===== src/rtl/mux2to1_pkg.sv =====
// Shared defaults for the mux2to1 block.
package mux2to1_pkg;
  localparam int DEF_WIDTH = 1;
  localparam int DEF_CNT_W = 16;
endpackage


===== src/rtl/mux2to1_sat_cnt.sv =====
// Saturating up-counter with synchronous clear; clear wins over increment.
module mux2to1_sat_cnt #(
  parameter int CNT_W = 16
) (
  input  logic             clk,
  input  logic             rst_n,
  input  logic             inc,
  input  logic             clr,
  output logic [CNT_W-1:0] cnt,
  output logic             sat
);
  assign sat = &cnt;

  always_ff @(posedge clk or negedge rst_n) begin
    if (!rst_n)          cnt <= '0;
    else if (clr)        cnt <= '0;
    else if (inc && !sat) cnt <= cnt + CNT_W'(1);
  end
endmodule


===== src/rtl/mux2to1.sv =====
// 2:1 mux with a registered copy of the result and a sel-transition counter.
module mux2to1
  import mux2to1_pkg::*;
#(
  parameter int WIDTH = DEF_WIDTH,
  parameter int CNT_W = DEF_CNT_W
) (
  input  logic             clk,
  input  logic             rst_n,
  input  logic [WIDTH-1:0] a,
  input  logic [WIDTH-1:0] b,
  input  logic             sel,
  input  logic             en,
  input  logic             clr_cnt,
  output logic [WIDTH-1:0] y,
  output logic [WIDTH-1:0] y_q,
  output logic             sel_q,
  output logic [CNT_W-1:0] switch_cnt,
  output logic             cnt_sat
);
  // Ternary keeps bits where a==b when sel is X, without inferring storage.
  assign y = sel ? b : a;

  always_ff @(posedge clk or negedge rst_n) begin
    if (!rst_n) begin
      y_q   <= '0;
      sel_q <= 1'b0;
    end else begin
      sel_q <= sel;
      if (en) y_q <= y;
    end
  end

  mux2to1_sat_cnt #(.CNT_W(CNT_W)) u_cnt (
    .clk   (clk),
    .rst_n (rst_n),
    .inc   (sel != sel_q),
    .clr   (clr_cnt),
    .cnt   (switch_cnt),
    .sat   (cnt_sat)
  );
endmodule


===== config.mk =====
export PLATFORM = sky130hd
export DESIGN_NAME = mux2to1
export DESIGN_NICKNAME = d
export VERILOG_FILES = /design/src/rtl/mux2to1_pkg.sv /design/src/rtl/mux2to1_sat_cnt.sv /design/src/rtl/mux2to1.sv
export SDC_FILE = /design/constraint.sdc
export NUM_CORES = 1
export LEC_CHECK = 0
export BUFFER_PORTS_ARGS = -buffer_cell sky130_fd_sc_hd__buf_4
export CORE_ASPECT_RATIO = 0.7
export CORE_MARGIN = 2
export CORE_UTILIZATION = 46
export DETAILED_ROUTE_END_ITERATION = 10
export PLACE_DENSITY_LB_ADDON = 0.12
export SYNTH_ARGS = -nofsm -noshare
export SYNTH_HDL_FRONTEND = slang
export SYNTH_SLANG_ARGS = --single-unit

===== constraint.sdc =====
create_clock -name clk -period 1.6 [get_ports clk]
set_clock_uncertainty 0.05 [all_clocks]
set_input_delay 0 -clock clk [delete_from_list [all_inputs] [get_ports clk]]
set_output_delay 0 -clock clk [all_outputs]
set_load 0.03 [all_outputs]

### Yosys cells after proc, flatten, opt, wreduce, memory -nomap -nowiden

Cells that the tools add are included.

* add/subtract/negate cells: 1
* equal/unequal tests: 1
* multiplexer cells: 3
* reductions and logical operators: 4

Operators with widths (count)
* $mux W16: 2
* $add A16 B1 Y16 const B: 1
* $reduce_and A16 Y1: 1
* $reduce_bool A2 Y1: 1
* $logic_and A1 B1 Y1: 1
* $logic_not A1 Y1: 1
* $mux W1: 1
* $ne A1 B1 Y1: 1

* register bits after elaboration: 18
* input bits: 7
* output and inout port bits: 20
* logic and storage cells: 12

### Longest topological paths before layout

* depth in word-level cells: 5
* depth in mapped cells: 6
* mapped depth without buffers: 5

### Cells and area by module

From an unflattened synthesis, not the netlist that was laid out.

* cells, all modules: 94
* area total of the unflattened synthesis: 992.2 um2

By module, submodules not included
* mux2to1_sat_cnt: instances 1, cells each 89, area an instance 903.4 um2, seq. area each 400.4 um2
* mux2to1: instances 1, cells each 5, area an instance 88.8 um2, seq. area each 50.0 um2

### Least setup slack after synthesis

Ideal clock, no wire load.

* path kind: flip-flop to flip-flop
* start point: register u_cnt.cnt[0]
* end point: register u_cnt.cnt[1]
* library setup time: 0.078 ns
* arrival: 1.932 ns
* required time: 1.472 ns
* setup slack: -0.460 ns
* stages on the path, launching flop included: 7
* path buffers: 1
* clock period less this slack: 2.060 ns
* cell sequence: dfrtp_1 ha_1 nand4_1 nor4_2 buf_2 o21ai_0 a21oi_1

* word-level cells in the longest chain between the ends: 4
* elaborated cells between the ends (all ways): 7
* classes of those cells: add/sub (1); mux (2); reduce/logical (4)

RTL lines
* start: declaration: line mux2to1_sat_cnt.sv:9 `output logic [CNT_W-1:0] cnt,`
* start signal: assignment: line mux2to1_sat_cnt.sv:17 `else if (inc && !sat) cnt <= cnt + CNT_W'(1);`
* $reduce_and A16 Y1: line mux2to1_sat_cnt.sv:12 `assign sat = &cnt;`
* via cnt_sat: line mux2to1.sv:19 `output logic cnt_sat`
* $logic_not A1 Y1: line mux2to1_sat_cnt.sv:17
* $logic_and A1 B1 Y1: line mux2to1_sat_cnt.sv:17
* $reduce_bool A2 Y1 (no line)

The timed path passes the listed nets, and every way through them passes these cells. The select of a mux whose other input is x is not followed.
A chain may end at the register's enable or synchronous reset.

### Worst setup path after layout

* start point: register u_cnt.cnt[0]
* end point: register u_cnt.cnt[14]

* word-level cells in the longest chain between the ends: 4
* elaborated cells between the ends (all ways): 7
* classes of those cells: add/sub (1); mux (2); reduce/logical (4)

RTL lines
* branches (longest 4 deep; another with $add A16 B1 Y16)

Parallel ways; which one is timed is not known. The select of a mux whose other input is x is not followed.

==> metrics <==
outcome=complete, but fails checks; failing checks=negative setup slack; Critical Path AT=2.09 ns; Placer Congestion=0.825; Die ar.=0.00259 mm^2; max-slew violations=0; total power draw=0.000914 W; Final Non-Filler Cells=203; I/O Buffers=26; Skew-Pair Late Insertion Delay=0.31 ns; top cell type by total area after synthesis=dfrtp_1; Final ANT Viol Nets=0; CP Launch Type=flip-flop; post-synthesis sequential area ratio=0.447; Area contributors post-synth=dfrtp_1 (45%), a21oi_1 (7.5%), or4_1 (6.7%); WL final=3.75 mm; Max-cap violations=0; CP cell instances=ha_4 -> nand4_1 -> buf_4 -> nor4_4 -> buf_4 -> buf_6 -> or4_1 -> a21oi_1; DRC=0; most frequent cells in the layout=buf_4 (66), dfrtp_2 (17), a21oi_1 (12); slowest cell delay on critical path=0.46 ns; Leakage=0.761 nW; drt pass-1 iters=4; H-tree depth=1; Peak VDD IR=653 uV; Gate Count Post-Synth=104; number of global-route vias before repair=1205; CP most frequent cell=buf_4; PD cells=499 mW/mm^2; TritonCTS buffer count=3; layout cells sized above 1=0.654; clk sinks=18; largest net degree at the start of global routing=19; Post-Synthesis Cell Area=0.00101 mm^2; vias per cell=6.25; Final Cycle Share=1.19; clock slew at reported path FFs=0.12 ns; first-pass GRT wire length=5.71 mm; area delta synth->final=81.7%; Yosys reg bits=18; die height=43.2 um; most common cell after layout, fill and taps aside=buf_4; Distinct cells, synth=30; Min Hold Slack=0.0392 ns; Nets=188; Synth warnings=0; RSZ-0062 raised after global routing=true; routed via count=1268; critical path peak fanout=5; DR iter-0 viols=58; share of the synthesized area in the top cell type=0.447; initial antenna violation count=0; GRT Util Overall=0.305; die width=59.9 um; max_slew headroom=0.716; Detail Placement HPWL=2.24 mm; Worst Slack Setup Final=-0.304 ns; synthesized area per cell=9.68 um^2; Clock Tree Buf Depth=2; final setup fails=17; initial cell density of the core=0.479; ANT cells=0; Final Hold Viols=0; IO Pins=27; Worst EP required=1.79 ns; dpl cells=181; Crit Path Class=flip-flop to flip-flop; final core utilization=0.871; DR WL/cell=18.5 um; Hold Path Class=primary input to asynchronous set/reset pin; Worst-Margin Slew=0.420 ns; Critical Path Sink Type=flip-flop; gr ovfl total=0; Max Fclk=525 MHz; dpl ws=-0.333 ns; total core area=0.00210 mm^2; CTS tree=yes; Post-Syn Nets=112; FP Rows=14; post-route minimum period=1.90 ns; CTS root buf=clkbuf_4; Worst path slowest cell=or4_1
cells in the mapped netlist:
cell type  instances
buf_1              1
nand3_1            6
and4_1             1
nor4_2             1
and3_1             1
buf_2              1
or4b_2             2
nor4bb_1           1
xor2_1             1
nand2b_1           1
nand3b_1           1
clkbuf_1           2
nand4_1            3
nor2_1             4
dfrtp_1           18
o41ai_1            2
nand4_4            1
a21oi_1           15
o31ai_1            8
inv_1              3
or2_2              1
nor3_1             3
o21ai_0            5
or4_1              9
nand2_1            3
nor2b_1            1
or3_1              4
xnor2_1            1
ha_1               1
mux2_2             3
kinds of logic after synthesis:
| kind of cell | count (synthesis) | synth area share |
|---|---|---|
| xor gates and xnor gates | 2 | 0.0174 |
| AOI/OAI and AO/OA | 30 | 0.176 |
| DFF | 18 | 0.447 |
| muxes | 3 | 0.0335 |
| and+or+nand+nor | 43 | 0.286 |
| adders and majority gates | 1 | 0.0124 |
| buffers and inverters | 7 | 0.0273 |
repair_timing:
| action | 4_1_cts | 5_1_grt |
|---|---|---|
| hold buffers | 4 | 0 |
| setup buffers | 14 | 2 |
| endpoints found under the hold margin | 35 | 0 |
| setup endpoints to repair | 16 | 17 |
| pin swaps | 14 | 12 |
| resized for setup | 16 | 14 |
sequential cells by signal (all words and copies together) (netlist names):
signal / flops
u_cnt.cnt: 16
y_q: 1
sel_q: 1
final cells by class:
class | instances | area, um^2
flip-flops and latches | 18 | 472
repair buffers | 75 | 592
inverters | 3 | 11.3
fillers | 96 | 272
multi-input cells | 79 | 699
well taps | 24 | 30.0
clock buffers | 4 | 26.3
metrics by stage:
stage	TNS [ns]	instance area, um^2
after floorplan	-2.45	1080
after global routing	-3.85	1830
after detailed placement	-2.50	1520
after global placement	-1.68	1520
final	-2.92	1830
after CTS	-2.25	1750
worst paths after layout:
path | from | endpoint | slack (ns) | cells past startpoint
hold reg to reg | y_q$_DFFE_PN0P_ | y_q$_DFFE_PN0P_ | 0.52 | 1
max in group asynchronous | rst_n | u_cnt.cnt[13]$_DFFE_PN0P_ | 1.24 | 2
setup reg to reg | u_cnt.cnt[0]$_DFFE_PN0P_ | u_cnt.cnt[14]$_DFFE_PN0P_ | -0.30 | 8
hold / removal | rst_n | u_cnt.cnt[3]$_DFFE_PN0P_ | 0.04 | 2
setup / recovery | u_cnt.cnt[0]$_DFFE_PN0P_ | u_cnt.cnt[14]$_DFFE_PN0P_ | -0.30 | 8
min in group clk | a | y_q$_DFFE_PN0P_ | 0.05 | 3
worst max-delay path: cells and delay by family (launching register included):
family                     cells  cell delay, ns
and+or+nand+nor                3            0.59
buffers and inverters          3            0.42
AOI/OAI and AO/OA              1            0.16
DFF                            1            0.44
adders and majority gates      1            0.17
per-layer routing:
layer  GRT usage  part of all wire  up-vias
met5           0                 0        -
met2       0.524              0.49       79
met4      0.0667             0.024        0
met1       0.382              0.40      612
li1            -                 -      559
met3      0.0762             0.086       18
report_power, final:
group	total, W	switching, W	leakage [nW]	internal [W]
logic	0.000182	0.0000966	0.528	0.0000855
clock network	0.000253	0.000156	0.0150	0.0000972
registers	0.000479	0.0000132	0.218	0.000466
total	0.000914	0.000265	0.761	0.000648
No activity file was read; power rests on OpenSTA's default activity.
